[config.mk]
export PLATFORM = sky130hd
export DESIGN_NAME = dom_gf16_inverter_pipe
export DESIGN_NICKNAME = d
export VERILOG_FILES = /design/src/rtl/dom_gf16_inverter_pipe.sv
export SDC_FILE = /design/constraint.sdc
export NUM_CORES = 1
export LEC_CHECK = 0
export CAP_MARGIN = 25
export CELL_PAD_IN_SITES_DETAIL_PLACEMENT = 0
export CELL_PAD_IN_SITES_GLOBAL_PLACEMENT = 2
export CORE_UTILIZATION = 42
export CTS_BUF_LIST = sky130_fd_sc_hd__clkbuf_4 sky130_fd_sc_hd__clkbuf_8
export CTS_CLUSTER_DIAMETER = 150
export DETAILED_ROUTE_END_ITERATION = 7
export PLACE_DENSITY_LB_ADDON = 0.1
export SKIP_CTS_REPAIR_TIMING = 1
export SLEW_MARGIN = 15
export SYNTH_ARGS = -nofsm -noshare
export SYNTH_HDL_FRONTEND = slang
export SYNTH_HIERARCHICAL = 1
export SYNTH_SLANG_ARGS = --single-unit
[constraint.sdc]
create_clock -name ClkxCI -period 5.6 [get_ports ClkxCI]
set_input_delay 0.56 -clock ClkxCI [delete_from_list [all_inputs] [get_ports ClkxCI]]
set_output_delay 0.56 -clock ClkxCI [all_outputs]
set_load 0.01 [all_outputs]
[src/rtl/dom_gf16_inverter_pipe.sv]
`default_nettype none
// ============================================================================
// Module  : dom_gf16_inverter_pipe
// Brief   : Stallable, valid-pipelined DOM-masked GF(2^4) normal-basis inverter.
// Revision: 1.0
// ============================================================================

// Masked GF(2^2) multiplier with one register stage. DEP=1 blinds Y with fresh
// shares of B so Y+B may be recombined after the register (two-share use only).
module dom_gf4_mul #(
    parameter int SHARES = 2,
    parameter int DEP    = 0
) (
    input  logic                          clk,
    input  logic                          rst_n,
    input  logic                          i_en,
    input  logic [2*SHARES-1:0]           i_x,
    input  logic [2*SHARES-1:0]           i_y,
    input  logic [SHARES*(SHARES-1)-1:0]  i_z,
    input  logic [2*SHARES-1:0]           i_b,
    output logic [2*SHARES-1:0]           o_q
);
    function automatic logic [1:0] f_mul(input logic [1:0] a, input logic [1:0] b);
        logic m;
        m = (a[1] ^ a[0]) & (b[1] ^ b[0]);
        return {(a[1] & b[1]) ^ m, (a[0] & b[0]) ^ m};
    endfunction

    logic [2*SHARES-1:0]        w_yi;
    logic [2*SHARES*SHARES-1:0] w_terms;
    logic [2*SHARES-1:0]        w_s;

    for (genvar i = 0; i < SHARES; i++) begin : g_row
        for (genvar j = 0; j < SHARES; j++) begin : g_col
            logic [1:0] w_t;
            logic [1:0] r_t;
            if (i == j) begin : g_inner
                assign w_t = f_mul(i_x[2*i+:2], w_yi[2*j+:2]);
            end else begin : g_cross
                localparam int LO = (i < j) ? i : j;
                localparam int HI = (i < j) ? j : i;
                localparam int K  = LO*SHARES - (LO*(LO+1))/2 + (HI-LO-1);
                assign w_t = f_mul(i_x[2*i+:2], w_yi[2*j+:2]) ^ i_z[2*K+:2];
            end
            always_ff @(posedge clk or negedge rst_n) begin
                if (!rst_n)    r_t <= '0;
                else if (i_en) r_t <= w_t;
            end
            assign w_terms[2*(i*SHARES+j)+:2] = r_t;
        end
    end

    // Shares only meet after the DOM register.
    always_comb begin
        w_s = '0;
        for (int i = 0; i < SHARES; i++) begin
            for (int j = 0; j < SHARES; j++) begin
                w_s[2*i+:2] = w_s[2*i+:2] ^ w_terms[2*(i*SHARES+j)+:2];
            end
        end
    end

    if (DEP != 0) begin : g_dep
        logic [2*SHARES-1:0] r_x;
        logic [2*SHARES-1:0] r_yb;
        logic [1:0]          w_yb;
        assign w_yi = i_b;
        always_ff @(posedge clk or negedge rst_n) begin
            if (!rst_n) begin
                r_x  <= '0;
                r_yb <= '0;
            end else if (i_en) begin
                r_x  <= i_x;
                r_yb <= i_y ^ i_b;
            end
        end
        always_comb begin
            w_yb = '0;
            for (int i = 0; i < SHARES; i++) w_yb = w_yb ^ r_yb[2*i+:2];
        end
        // X*(Y+B) + X*B = X*Y
        for (genvar i = 0; i < SHARES; i++) begin : g_out
            assign o_q[2*i+:2] = f_mul(r_x[2*i+:2], w_yb) ^ w_s[2*i+:2];
        end
    end else begin : g_indep
        logic w_unused_b;
        assign w_unused_b = ^i_b;
        assign w_yi = i_y;
        assign o_q  = w_s;
    end
endmodule

module dom_gf16_inverter_pipe #(
    parameter int SHARES                   = 2,
    parameter int EIGHT_STAGED_SBOX        = 0,
    parameter int FIRST_ORDER_OPTIMIZATION = 1
) (
    input  logic                          ClkxCI,
    input  logic                          RstxBI,
    input  logic                          EnxSI,
    input  logic                          InValidxSI,
    input  logic [4*SHARES-1:0]           _XxDI,
    input  logic [SHARES*(SHARES-1)-1:0]  _Zmul1xDI,
    input  logic [SHARES*(SHARES-1)-1:0]  _Zmul2xDI,
    input  logic [SHARES*(SHARES-1)-1:0]  _Zmul3xDI,
    input  logic [2*SHARES-1:0]           _Bmul1xDI,
    input  logic [2*SHARES-1:0]           _Bmul2xDI,
    input  logic [2*SHARES-1:0]           _Bmul3xDI,
    output logic                          RandReq1xSO,
    output logic                          RandReq23xSO,
    output logic                          OutValidxSO,
    output logic [4*SHARES-1:0]           _QxDO
);
    localparam int LATENCY = 2 + EIGHT_STAGED_SBOX;
    localparam int DEP     = (SHARES == 2 && FIRST_ORDER_OPTIMIZATION != 0) ? 1 : 0;

    logic [2*SHARES-1:0] w_a, w_b, w_c, w_p, w_e;
    logic [2*SHARES-1:0] w_am, w_bm, w_em, w_q2, w_q3;
    logic [2*SHARES-1:0] r_a, r_b, r_c;
    logic [LATENCY-1:0]  r_valid;

    // Per share: C = N * (A+B)^2, all linear so no cross-share mixing.
    for (genvar i = 0; i < SHARES; i++) begin : g_s0
        logic [1:0] w_d;
        assign w_a[2*i+:2] = _XxDI[4*i+2+:2];
        assign w_b[2*i+:2] = _XxDI[4*i+:2];
        assign w_d         = {w_a[2*i] ^ w_b[2*i], w_a[2*i+1] ^ w_b[2*i+1]};
        assign w_c[2*i+:2] = {w_d[0], w_d[1] ^ w_d[0]};
    end

    always_ff @(posedge ClkxCI or negedge RstxBI) begin
        if (!RstxBI) begin
            r_a     <= '0;
            r_b     <= '0;
            r_c     <= '0;
            r_valid <= '0;
        end else if (EnxSI) begin
            r_a     <= w_a;
            r_b     <= w_b;
            r_c     <= w_c;
            r_valid <= {r_valid[LATENCY-2:0], InValidxSI};
        end
    end

    dom_gf4_mul #(.SHARES(SHARES), .DEP(DEP)) u_mul1 (
        .clk(ClkxCI), .rst_n(RstxBI), .i_en(EnxSI),
        .i_x(w_a), .i_y(w_b), .i_z(_Zmul1xDI), .i_b(_Bmul1xDI), .o_q(w_p)
    );

    // E = (C + A*B)^-1, the GF(2^2) inverse being a bit swap.
    for (genvar i = 0; i < SHARES; i++) begin : g_s1
        assign w_e[2*i+:2] = {r_c[2*i] ^ w_p[2*i], r_c[2*i+1] ^ w_p[2*i+1]};
    end

    if (EIGHT_STAGED_SBOX != 0) begin : g_eight
        logic [2*SHARES-1:0] r_e, r_a2, r_b2;
        always_ff @(posedge ClkxCI or negedge RstxBI) begin
            if (!RstxBI) begin
                r_e  <= '0;
                r_a2 <= '0;
                r_b2 <= '0;
            end else if (EnxSI) begin
                r_e  <= w_e;
                r_a2 <= r_a;
                r_b2 <= r_b;
            end
        end
        assign w_am = r_a2;
        assign w_bm = r_b2;
        assign w_em = r_e;
    end else begin : g_five
        assign w_am = r_a;
        assign w_bm = r_b;
        assign w_em = w_e;
    end

    dom_gf4_mul #(.SHARES(SHARES), .DEP(DEP)) u_mul2 (
        .clk(ClkxCI), .rst_n(RstxBI), .i_en(EnxSI),
        .i_x(w_am), .i_y(w_em), .i_z(_Zmul2xDI), .i_b(_Bmul2xDI), .o_q(w_q2)
    );

    dom_gf4_mul #(.SHARES(SHARES), .DEP(DEP)) u_mul3 (
        .clk(ClkxCI), .rst_n(RstxBI), .i_en(EnxSI),
        .i_x(w_bm), .i_y(w_em), .i_z(_Zmul3xDI), .i_b(_Bmul3xDI), .o_q(w_q3)
    );

    for (genvar i = 0; i < SHARES; i++) begin : g_q
        assign _QxDO[4*i+:4] = {w_q3[2*i+:2], w_q2[2*i+:2]};
    end

    assign RandReq1xSO  = InValidxSI & EnxSI & RstxBI;
    assign RandReq23xSO = EnxSI & r_valid[LATENCY-2];
    assign OutValidxSO  = r_valid[LATENCY-1];
endmodule
`default_nettype wire

; ---- After elaboration in Yosys (flattened, before gate mapping)
; Index checks and enable logic that the tools add are counted.
[word_totals]
ff_bits = 58
input_bits = 30
output_inout_bits = 11
wordCells = 167
[classes]
bitwise_logic = 146
[op_table]
columns = op, count
row1 = $xor A1 B1 Y1, 65
row2 = $and A1 B1 Y1, 57
row3 = $xor A2 B2 Y2, 21
row4 = $xor A4 B4 Y4, 3

; ---- Depth between registers and ports, before layout
; Gate-level depths: netlist of run 1.
[logic_depth]
ltp_word = 7
depth_mapped = 7
ltp_nobuf = 7

; ---- Hierarchy
; The synthesis of run 1 kept the hierarchy.
[modules_own_cells]
columns = module, n_inst, cells_per_inst, area_per_inst_um2, seq_area_each_um2
row1 = dom_gf4_mul, 3, 116, 1168.6, 400.4
row2 = dom_gf16_inverter_pipe, 1, 46, 625.6, 350.3

; ---- Worst setup path after synthesis of run 1
; No wires, ideal clock.
[synth_timing]
path_kind = flip-flop to output port
startpoint = register u_mul2.g_dep.r_yb[3]
endpoint = output port _QxDO[0]
t_arrival_ns = 1.373
t_required_ns = 5.040
path_slack_ns = 3.667
stages_incl_launch_ff = 5
path_buffers = 0
cell_sequence = dfrtp_1 xnor2_1 nor2b_1 a221oi_1 xnor2_1
[synth_between]
elab_chain_cells = 5
[synth_rtl]
columns = item, line
row1 = from (decl), 65  ; logic [2*SHARES-1:0] r_yb;
row2 = from (signal assigned), 74  ; r_yb <= i_y ^ i_b;
row3 = $xor A2 B2 Y2, 79  ; for (int i = 0; i < SHARES; i++) w_yb = w_yb ^ r_yb[2*i+:2];
row4 = $xor A1 B1 Y1, 25  ; m = (a[1] ^ a[0]) & (b[1] ^ b[0]);
row5 = $and A1 B1 Y1, 25
row6 = $xor A1 B1 Y1, 26  ; return {(a[1] & b[1]) ^ m, (a[0] & b[0]) ^ m};
row7 = $xor A2 B2 Y2, 83  ; assign o_q[2*i+:2] = f_mul(r_x[2*i+:2], w_yb) ^ w_s[2*i+:2];
row8 = to (decl), 112  ; output logic [4*SHARES-1:0] _QxDO
; No other way between the ends.

; ---- Worst setup path after layout of run 1
[layout_timing]
startpoint = register u_mul3.g_dep.r_yb[3]
endpoint = output port _QxDO[2]
[layout_between]
elab_chain_cells = 5
[layout_rtl]
columns = item, line
row1 = from (decl), 65
row2 = from (signal assigned), 74
row3 = $xor A2 B2 Y2, 79
row4 = $xor A1 B1 Y1, 25
row5 = $and A1 B1 Y1, 25
row6 = $xor A1 B1 Y1, 26
row7 = $xor A2 B2 Y2, 83
; No other way between the ends.

==> metrics.txt, run 1 <==
Area Overhead vs Synth=13.81%; placed insts=539; htree depth=3; Antenna diodes=0; clk_skew=5.994 ps; worst r2r dst=u_mul2/g_dep.r_yb[1]$_DFFE_PN0P_; drt first-iter violations=92; Yosys cell types=30; most frequent cells in the layout=dfrtp_1 (62), xnor2_1 (46), clkdlybuf4s50_1 (38); Post-Syn Instances=394; Post-DP HPWL=5.709 mm; share of cells above drive strength 1=17.45%; unrepaired setup endpoints after global routing=no; crit path time final=2949 ps; fin area=4702 µm²; drt wl/cell=14.46 µm; chip width=101.2 µm; EDFF count, synth=0; Avg Synthesized Cell Area=10.49 µm²; Total GRT Usage=17.72%; later-pin clock latency in the skew report=340 ps; register area share after synthesis=37.55%; async set-reset flop share out of synthesis=100.0%; Routed Wire Length=7.995 mm; Final setup violation count=0; Core Region=9371 µm²; num rows=35; Final Wtd Congestion=0.7322; CTS tree=built; largest cells by area after synthesis=dfrtp_1 (38%), xnor2_1 (9.8%), mux2_2 (8.2%); Syn. warnings=6; Leak=1.835 nW; via count=2845; crit-path max FO=6; IO buf count=40; maximum number of pins on one net before global-route repair=64; maxcap violations=0; commonest non-fill, non-tap cell in the layout=dfrtp_1; CTS clk-pin slew, worst paths=60 ps; status=finished, final reports clean; vias per cell=5.145; worst endpoint required time=5040 ps; DR DRC count=0; critical path class=reg2out; vias in the first global route=2854; Primary FF master, synth=dfrtp_1; fillers=930; VDD IR-drop max=225.7 µV; synthesized net count=424; slew margin rel.=47.41%; period utilization=52.65%; Num CTS Buffers=9; initial antenna violation count=0; Starting Density=44.09%; DIE AREA=10240 µm²; Die Ht=101.2 µm; R2R depth=7; first-pass GRT wire length=13.97 mm; power density over the cells=397.0 nW/µm²; cell taking the most area after synthesis=dfrtp_1; Root Driver=clkbuf_8; post-synth top area share=37.55%; Least-Margin Pin Slew=788.8 ps; maximum clock insertion buffer count=2; CP Capture Type=primary output; Overall Power=1.867 mW; final setup TNS=0 ps; Post-DP Area=4539 µm²; Worst Hold Class=in2async; CP arrival=2390 ps; Mapped Area=4131 µm²; I/O pin total=41; count of pins over their slew limit=0; type of origin of the critical path=flip-flop; First-pass DRT Iterations=4; Reg2Reg Launch Point=u_mul1/g_dep.r_yb[3]$_DFFE_PN0P_; gr ovfl total=0; nets=451; Yosys reg bits=62; antenna-violating nets left=0; Register-to-Register Setup Slack=3300 ps; CTS Sinks=62; max frequency=339.2 MHz; Layout Cells excl Fill=553; endpoints failing hold=0
[report_power, final]
part	total (mW)	switching, mW	internal (mW)	leakage [nW]
Clock	0.339	0.163	0.176	0.0889
Combinational	0.904	0.406	0.498	1.03
Sequential	0.624	0.0872	0.537	0.715
[cell type report]
| cell class | count | area [µm²] | share of cell area [%] |
|---|---|---|---|
| clock buffer | 12 | 152.6 | 3.246 |
| tap | 129 | 161.4 | 3.433 |
| sequential | 62 | 1551 | 33.00 |
| clock inverter | 2 | 10.01 | 0.2129 |
| multi-input combinational | 306 | 2421 | 51.49 |
| timing repair buffer | 42 | 405.4 | 8.622 |
[kinds of logic after synthesis]
group,Yosys count,synth area share [%]
xor+xnor,73,16.38
simple gates,105,14.02
mux,49,14.45
flops,62,37.55
buf+inv,26,3.846
compound gates,79,13.75
[flip-flops by register name (all words and copies together) (netlist names), 4 cells and up]
register	count
u_mul1/g_dep.r_yb	4
r_a	4
r_b	4
u_mul3/g_row.g_col.r_t	8
u_mul1/g_row.g_col.r_t	8
u_mul1/g_dep.r_x	4
u_mul2/g_row.g_col.r_t	8
r_c	4
u_mul2/g_dep.r_yb	4
u_mul3/g_dep.r_yb	4
u_mul3/g_dep.r_x	4
u_mul2/g_dep.r_x	4
[cells in the mapped netlist (all sizes together) (6+ instances only)]
| cell type | n |
|---|---|
| o22ai | 12 |
| xnor2 | 51 |
| buf | 17 |
| o21ai | 9 |
| nand2 | 15 |
| xor2 | 22 |
| mux2 | 49 |
| a32oi | 6 |
| clkbuf | 9 |
| nand2b | 21 |
| a221oi | 18 |
| nor2 | 31 |
| dfrtp | 62 |
| a21oi | 28 |
| nor2b | 21 |
[worst max-delay path by stage]
stage                                                 from          end  slack [ps]
after floorplan           u_mul2/g_dep.r_yb[3]$_DFFE_PN0P_     _QxDO[0]        3670
after detailed placement                            RstxBI  RandReq1xSO        2930
after global routing      u_mul3/g_dep.r_yb[3]$_DFFE_PN0P_     _QxDO[2]        2360
final                     u_mul3/g_dep.r_yb[3]$_DFFE_PN0P_     _QxDO[2]        2650
after CTS                 u_mul3/g_dep.r_yb[3]$_DFFE_PN0P_     _QxDO[2]        2610
after global placement                              RstxBI  RandReq1xSO        2940
[per-layer routing]
layer	global-route usage (%)	wire length (µm)	vias to the layer above
li1	-	-	1434
met1	22.90	3802	1364
met2	29.30	3864	36
met3	4.210	200	11
met4	5.797	127	0
met5	0	0	-
[per-stage QoR]
step	setup WS [ps]	utilization, %	hold slack (ps)
after floorplan	3667	-	264.4
after global placement	2938	48.44	470.0
after detailed placement	2934	48.44	496.5
after CTS	2613	50.17	421.3
after global routing	2363	50.17	444.2
final	2651	50.17	366.1
[worst max-delay path, cell delays in order, from the launching register on]
cell and delay [ps]:
dfrtp_1 390, xnor2_1 400, nor2b_1 200, a221oi_1 370, xnor2_1 160, clkdlybuf4s50_1 550
Power figures use the tool's default switching activity.
==> run 2, diff against run 1 <==
--- a/config.mk
+++ b/config.mk
@@ -8,7 +8,7 @@
 export CAP_MARGIN = 25
 export CELL_PAD_IN_SITES_DETAIL_PLACEMENT = 0
 export CELL_PAD_IN_SITES_GLOBAL_PLACEMENT = 2
-export CORE_UTILIZATION = 42
+export CORE_UTILIZATION = 39
 export CTS_BUF_LIST = sky130_fd_sc_hd__clkbuf_4 sky130_fd_sc_hd__clkbuf_8
 export CTS_CLUSTER_DIAMETER = 150
 export DETAILED_ROUTE_END_ITERATION = 7
==> constraint.sdc (replaced) <==
create_clock -name ClkxCI -period 2.8 [get_ports ClkxCI]
set_input_delay 0.28 -clock ClkxCI [delete_from_list [all_inputs] [get_ports ClkxCI]]
set_output_delay 0.28 -clock ClkxCI [all_outputs]
set_load 0.01 [all_outputs]
==> run 2 against run 1 <==
- worst hold slack got worse by 220 ps
- core utilization fell by 3.2 points
- worst setup slack got worse by 2400 ps
- final cell count rose by 2.0%
- global-route usage fell by 1.8 points
- power rose by 110%
- critical endpoint is now _QxDO[0]
==> metrics.txt, run 2 (same netlist as run 1, synthesis figures left out) <==
CTS tree=built; CP arrival=2280 ps (-110 ps); Area Overhead vs Synth=16.87%; share of cells above drive strength 1=18.69% (+1.2 points); later-pin clock latency in the skew report=330 ps (about the same); Layout Cells excl Fill=564 (+2.0%); WHS=150.4 ps (-215.7 ps); IO buf count=40 (unchanged); nets=453 (+0.44%); final setup TNS=0 ps (unchanged); Post-DP Area=4576 µm² (+0.80%); gr ovfl total=0 (unchanged); Worst Hold Class=in2async; Routed Wire Length=8.128 mm (+1.7%); Final Wtd Congestion=0.7175 (-2.0%); most frequent cells in the layout=dfrtp_1 (62), xnor2_1 (44), clkdlybuf4s50_1 (38); period utilization=91.59%; Starting Density=40.20% (-3.9 points); num rows=37 (+5.7%); DIE AREA=11010 µm² (+7.5%); via count=2864 (+0.67%); First-pass DRT Iterations=4 (unchanged); status=finished, final reports clean; antenna-violating nets left=0 (unchanged); count of pins over their slew limit=0 (unchanged); maxcap violations=0 (unchanged); placed insts=548 (+1.7%); drt wl/cell=14.41 µm (-0.32%); initial antenna violation count=0 (unchanged); CTS clk-pin slew, worst paths=70 ps (about the same); htree depth=3 (unchanged); worst endpoint required time=2520 ps (-2520 ps); largest registers=u_mul1/g_row.g_col.r_t (8), u_mul2/g_row.g_col.r_t (8), u_mul3/g_row.g_col.r_t (8); chip width=104.9 µm (+3.7%); Antenna diodes=0 (unchanged); slew margin rel.=47.58% (+0.17 points); max frequency=389.9 MHz; vias in the first global route=2719 (-4.7%); crit path time final=2565 ps; CTS Sinks=62 (unchanged); Core Region=10280 µm² (+9.7%); drt first-iter violations=76 (-17%); power density over the cells=825.1 nW/µm² (+110%); unrepaired setup endpoints after global routing=no; CP Capture Type=primary output; vias per cell=5.078 (-1.3%); slowest stage delay, CP=550 ps (about the same); maximum number of pins on one net before global-route repair=84 (+31%); endpoints failing hold=0 (unchanged); type of origin of the critical path=flip-flop; Least-Margin Pin Slew=786.3 ps (-2.527 ps); Die Ht=104.9 µm (+3.7%); critical-path cell list=xnor2_2, nor2b_1, a221oi_1, xnor2_1, clkdlybuf4s50_1; fin area=4828 µm² (+2.7%); Root Driver=clkbuf_8; slowest library cell on the worst path=clkdlybuf4s50_1; Post-DP HPWL=5.917 mm (+3.6%); VDD IR-drop max=549.9 µV (+140%); critical path class=reg2out; maximum clock insertion buffer count=2 (unchanged); clk_skew=2.601 ps (-3.394 ps); commonest non-fill, non-tap cell in the layout=dfrtp_1; Leak=1.895 nW (+3.3%); delay-heaviest family, CP=buffers and inverters; Final setup violation count=0 (unchanged); DR DRC count=0 (unchanged); Total GRT Usage=15.93% (-1.8 points); I/O pin total=41 (unchanged); fillers=1009 (+8.5%); first-pass GRT wire length=13.61 mm (-2.6%); crit-path max FO=6 (unchanged); buffer and inverter count on the worst path=1 (unchanged); Num CTS Buffers=9 (unchanged)
==> run 2: cell types whose count changed in the layout (fill, tap and decap cells not counted) <==
cell,previous run,this run
clkinv_2,2,1
xnor2_1,46,44
clkbuf_4,2,1
bufinv_16,0,2
buf_12,0,1
buf_4,2,3
clkbuf_8,10,12
xnor2_2,5,7
==> run 2: worst reg2reg max path, stage by stage, from the launching register on <==
cell and delay [ps]:
dfrtp_1 390, xnor2_1 360, nor2b_1 340, a221oi_1 170
xnor2_1 190, xor2_1 280, xnor2_1 170, a21oi_1 90
==> run 2: path summary, 6_finish.rpt <==
kind                       depth (start not counted)                                     endpoint                        startpoint  slack, ps
max                                                5                                     _QxDO[0]  u_mul2/g_dep.r_yb[3]$_DFFE_PN0P_        240
min reg2reg                                        1                       r_valid[1]$_DFFE_PN0P_            r_valid[1]$_DFFE_PN0P_        490
min in group ClkxCI                                2  u_mul1/g_row[0].g_col[0].r_t[1]$_DFFE_PN0P_                             EnxSI        310
min                                                2  u_mul3/g_row[1].g_col[1].r_t[1]$_DFFE_PN0P_                            RstxBI        150
max reg2reg                                        7             u_mul3/g_dep.r_yb[0]$_DFFE_PN0P_  u_mul1/g_dep.r_yb[3]$_DFFE_PN0P_        690
max in group asynchronous                          2             u_mul3/g_dep.r_yb[1]$_DFFE_PN0P_                            RstxBI       2120
==> run 2: layer usage <==
metal | global-route usage (%) | vias up | part of all wire (%)
met5 | 0 | - | 0
met4 | 5.734 | 0 | 1.1
met3 | 2.620 | 6 | 2.0
met2 | 25.88 | 33 | 49
met1 | 21.38 | 1378 | 48
li1 | - | 1447 | -
==> run 2: stage by stage <==
stage               total power [mW]  worst slack, ps  utilization (%)
finish                         3.984            235.4            46.98
global route                   4.263            77.45            46.98
CTS                            4.019            54.98            46.83
detailed placement             3.082            430.2            44.52
global placement               3.058            451.5            44.52
floorplan                      2.485            913.0                -
==> run 2: final cells by class <==
| class | instances | area [µm²] | area share (%) |
|---|---|---|---|
| sequential | 62 | 1551 | 32.13 |
| clock buffer | 13 | 172.7 | 3.576 |
| tap | 136 | 170.2 | 3.524 |
| timing repair buffer | 44 | 432.9 | 8.966 |
| multi-input combinational | 306 | 2436 | 50.45 |
| clock inverter | 3 | 65.06 | 1.347 |
==> run 2: where the power goes <==
group	switching [mW]	internal [mW]	leakage, nW
clock	0.338	0.583	0.123
sequential	0.183	1.07	0.715
combinational	0.790	1.02	1.06
==> RTL edit, RTL diff (settings of run 2) <==
Add an input register stage for `_Zmul1xDI`, cleared by the reset; this delays it by one clock. The other inputs are not delayed to match.
--- a/src/rtl/dom_gf16_inverter_pipe.sv
+++ b/src/rtl/dom_gf16_inverter_pipe.sv
@@ -116,2 +116,12 @@
 
+    logic [SHARES*(SHARES-1)-1:0] _Zmul1xDI_q;
+
+    always_ff @(posedge ClkxCI or negedge RstxBI) begin
+        if (!RstxBI) begin
+            _Zmul1xDI_q <= '0;
+        end else begin
+            _Zmul1xDI_q <= _Zmul1xDI;
+        end
+    end
+
     logic [2*SHARES-1:0] w_a, w_b, w_c, w_p, w_e;
@@ -146,3 +156,3 @@
         .clk(ClkxCI), .rst_n(RstxBI), .i_en(EnxSI),
-        .i_x(w_a), .i_y(w_b), .i_z(_Zmul1xDI), .i_b(_Bmul1xDI), .o_q(w_p)
+        .i_x(w_a), .i_y(w_b), .i_z(_Zmul1xDI_q), .i_b(_Bmul1xDI), .o_q(w_p)
     );
Check against the original RTL: not settled (the Yosys comparison gave no result); the edit may change what the design does.
==> RTL edit against run 2 <==
- wire length rose by 2.7%
- clock power is 5.9% lower
- worst setup slack worse by 41 ps
- sequential cell count increased by 2
- hold slack better by 51 ps
- register-to-register slack lost 110 ps
- fmax decreased by 1.6%
- die area increased by 1.2%
- synthesized area is 1.2% higher
- power about the same
- critical path depth is the same
- final area up 0.62%
- largest power group unchanged
- highest routed layer unchanged
==> RTL edit: results (changes against run 2) <==
[yosys]
syn_inst=396  ; +0.51%
yosys-top-cells-area=dfrtp_1 (38%), xnor2_1 (9.6%), mux2_2 (8.1%), xor2_1 (4.6%), mux2_4 (4.3%)
syn-num-nets=426  ; +0.47%
synth_compound_area_frac=0.136  ; -0.00165
synth_xor_area_frac=0.162  ; -0.00196
yosys-mux-area-fraction=0.143  ; -0.00173
yosys-top-cells-count=dfrtp_1 (64), xnor2_1 (46), nor2_1 (31), mux2_2 (30), a21oi_1 (28)

[worst_setup_path]
arrival_ps=2330  ; +50 ps
r2r_end=u_mul2/g_dep.r_yb[0]
rr_startpoint=u_mul1/g_dep.r_yb[3]
r2r_slack_ps=580  ; -110 ps

[routing]
dr_total_vias=2873  ; +0.31%
routed-wl-met3_um=191  ; +18%
wl_per_cell_um=14.7  ; +2.3%
routedLengthMet1_um=4160  ; +6.1%
route.met2.wl_um=3850  ; -2.8%
top_layer_used=met4
drt-initial-drc-count=72  ; -5.3%

[placement]
dp_hpwl_um=5930  ; +0.29%
gp_congestion=0.701  ; -2.3%
placed_area_mm2=0.00463  ; +1.1%

[timing]
holdWs_ps=202  ; +51.2 ps
finClkSkew_ps=9.62  ; +7.02 ps

[global_route]
grt_usage=0.162  ; +0.00282
grt_pass1_wl_um=14100  ; +3.7%
grt_pass1_vias=2810  ; +3.3%
grt_max_degree=70  ; -17%

[finish]
nets=455  ; +0.44%
drive_above_1_share=0.186  ; -0.000869
instances_no_fill=566  ; +0.35%

[power]
p_leak_nw=1.91  ; +0.76%
p_sw_mw=1.35  ; +3.3%
irDropWorstVdd_uv=599  ; +8.9%

[run_status]
status=complete, no violations

RTL edit: cell count changes after synthesis:
cell            run 2  this run
dfrtp_1            62        64
RTL edit: routing by layer:
| metal | GRT usage | up-vias |
|---|---|---|
| li1 | - | 1455 |
| met1 | 0.220 | 1366 |
| met2 | 0.255 | 40 |
| met3 | 0.0297 | 12 |
| met4 | 0.0655 | 0 |
| met5 | 0 | - |
RTL edit: cell type report:
| type | instances | area (µm²) |
|---|---|---|
| Fill cell | 1023 | 5510 |
| Clock inverter | 6 | 83.8 |
| Clock buffer | 10 | 131 |
| Tap cell | 136 | 170 |
| Multi-Input combinational cell | 306 | 2440 |
| Sequential cell | 64 | 1600 |
| Timing Repair Buffer | 44 | 435 |
RTL edit: worst max path at each step:
stage	cells after the start	start	endpoint	slack (ps)
6_report	5	u_mul3/g_dep.r_yb[2]	_QxDO[2]	190
5_1_grt	5	u_mul3/g_dep.r_yb[3]	_QxDO[6]	8
4_1_cts	5	u_mul3/g_dep.r_yb[3]	_QxDO[2]	20
3_5_place_dp	5	u_mul3/g_dep.r_yb[3]	_QxDO[2]	390
3_3_place_gp	5	u_mul3/g_dep.r_yb[3]	_QxDO[7]	470
2_1_floorplan	7	u_mul1/g_dep.r_yb[3]	u_mul2/g_dep.r_yb[0]	910
RTL edit: power groups by stage:
| stage | Sequential [mW] | Clock [mW] | Combinational (mW) |
|---|---|---|---|
| 5_1_grt | 1.32 | 0.937 | 2.00 |
| 6_report | 1.29 | 0.867 | 1.83 |
| 3_5_place_dp | 1.30 | 0 | 1.82 |
| 2_1_floorplan | 1.25 | 0 | 1.27 |
| 4_1_cts | 1.28 | 0.892 | 1.83 |
| 3_3_place_gp | 1.29 | 0 | 1.80 |
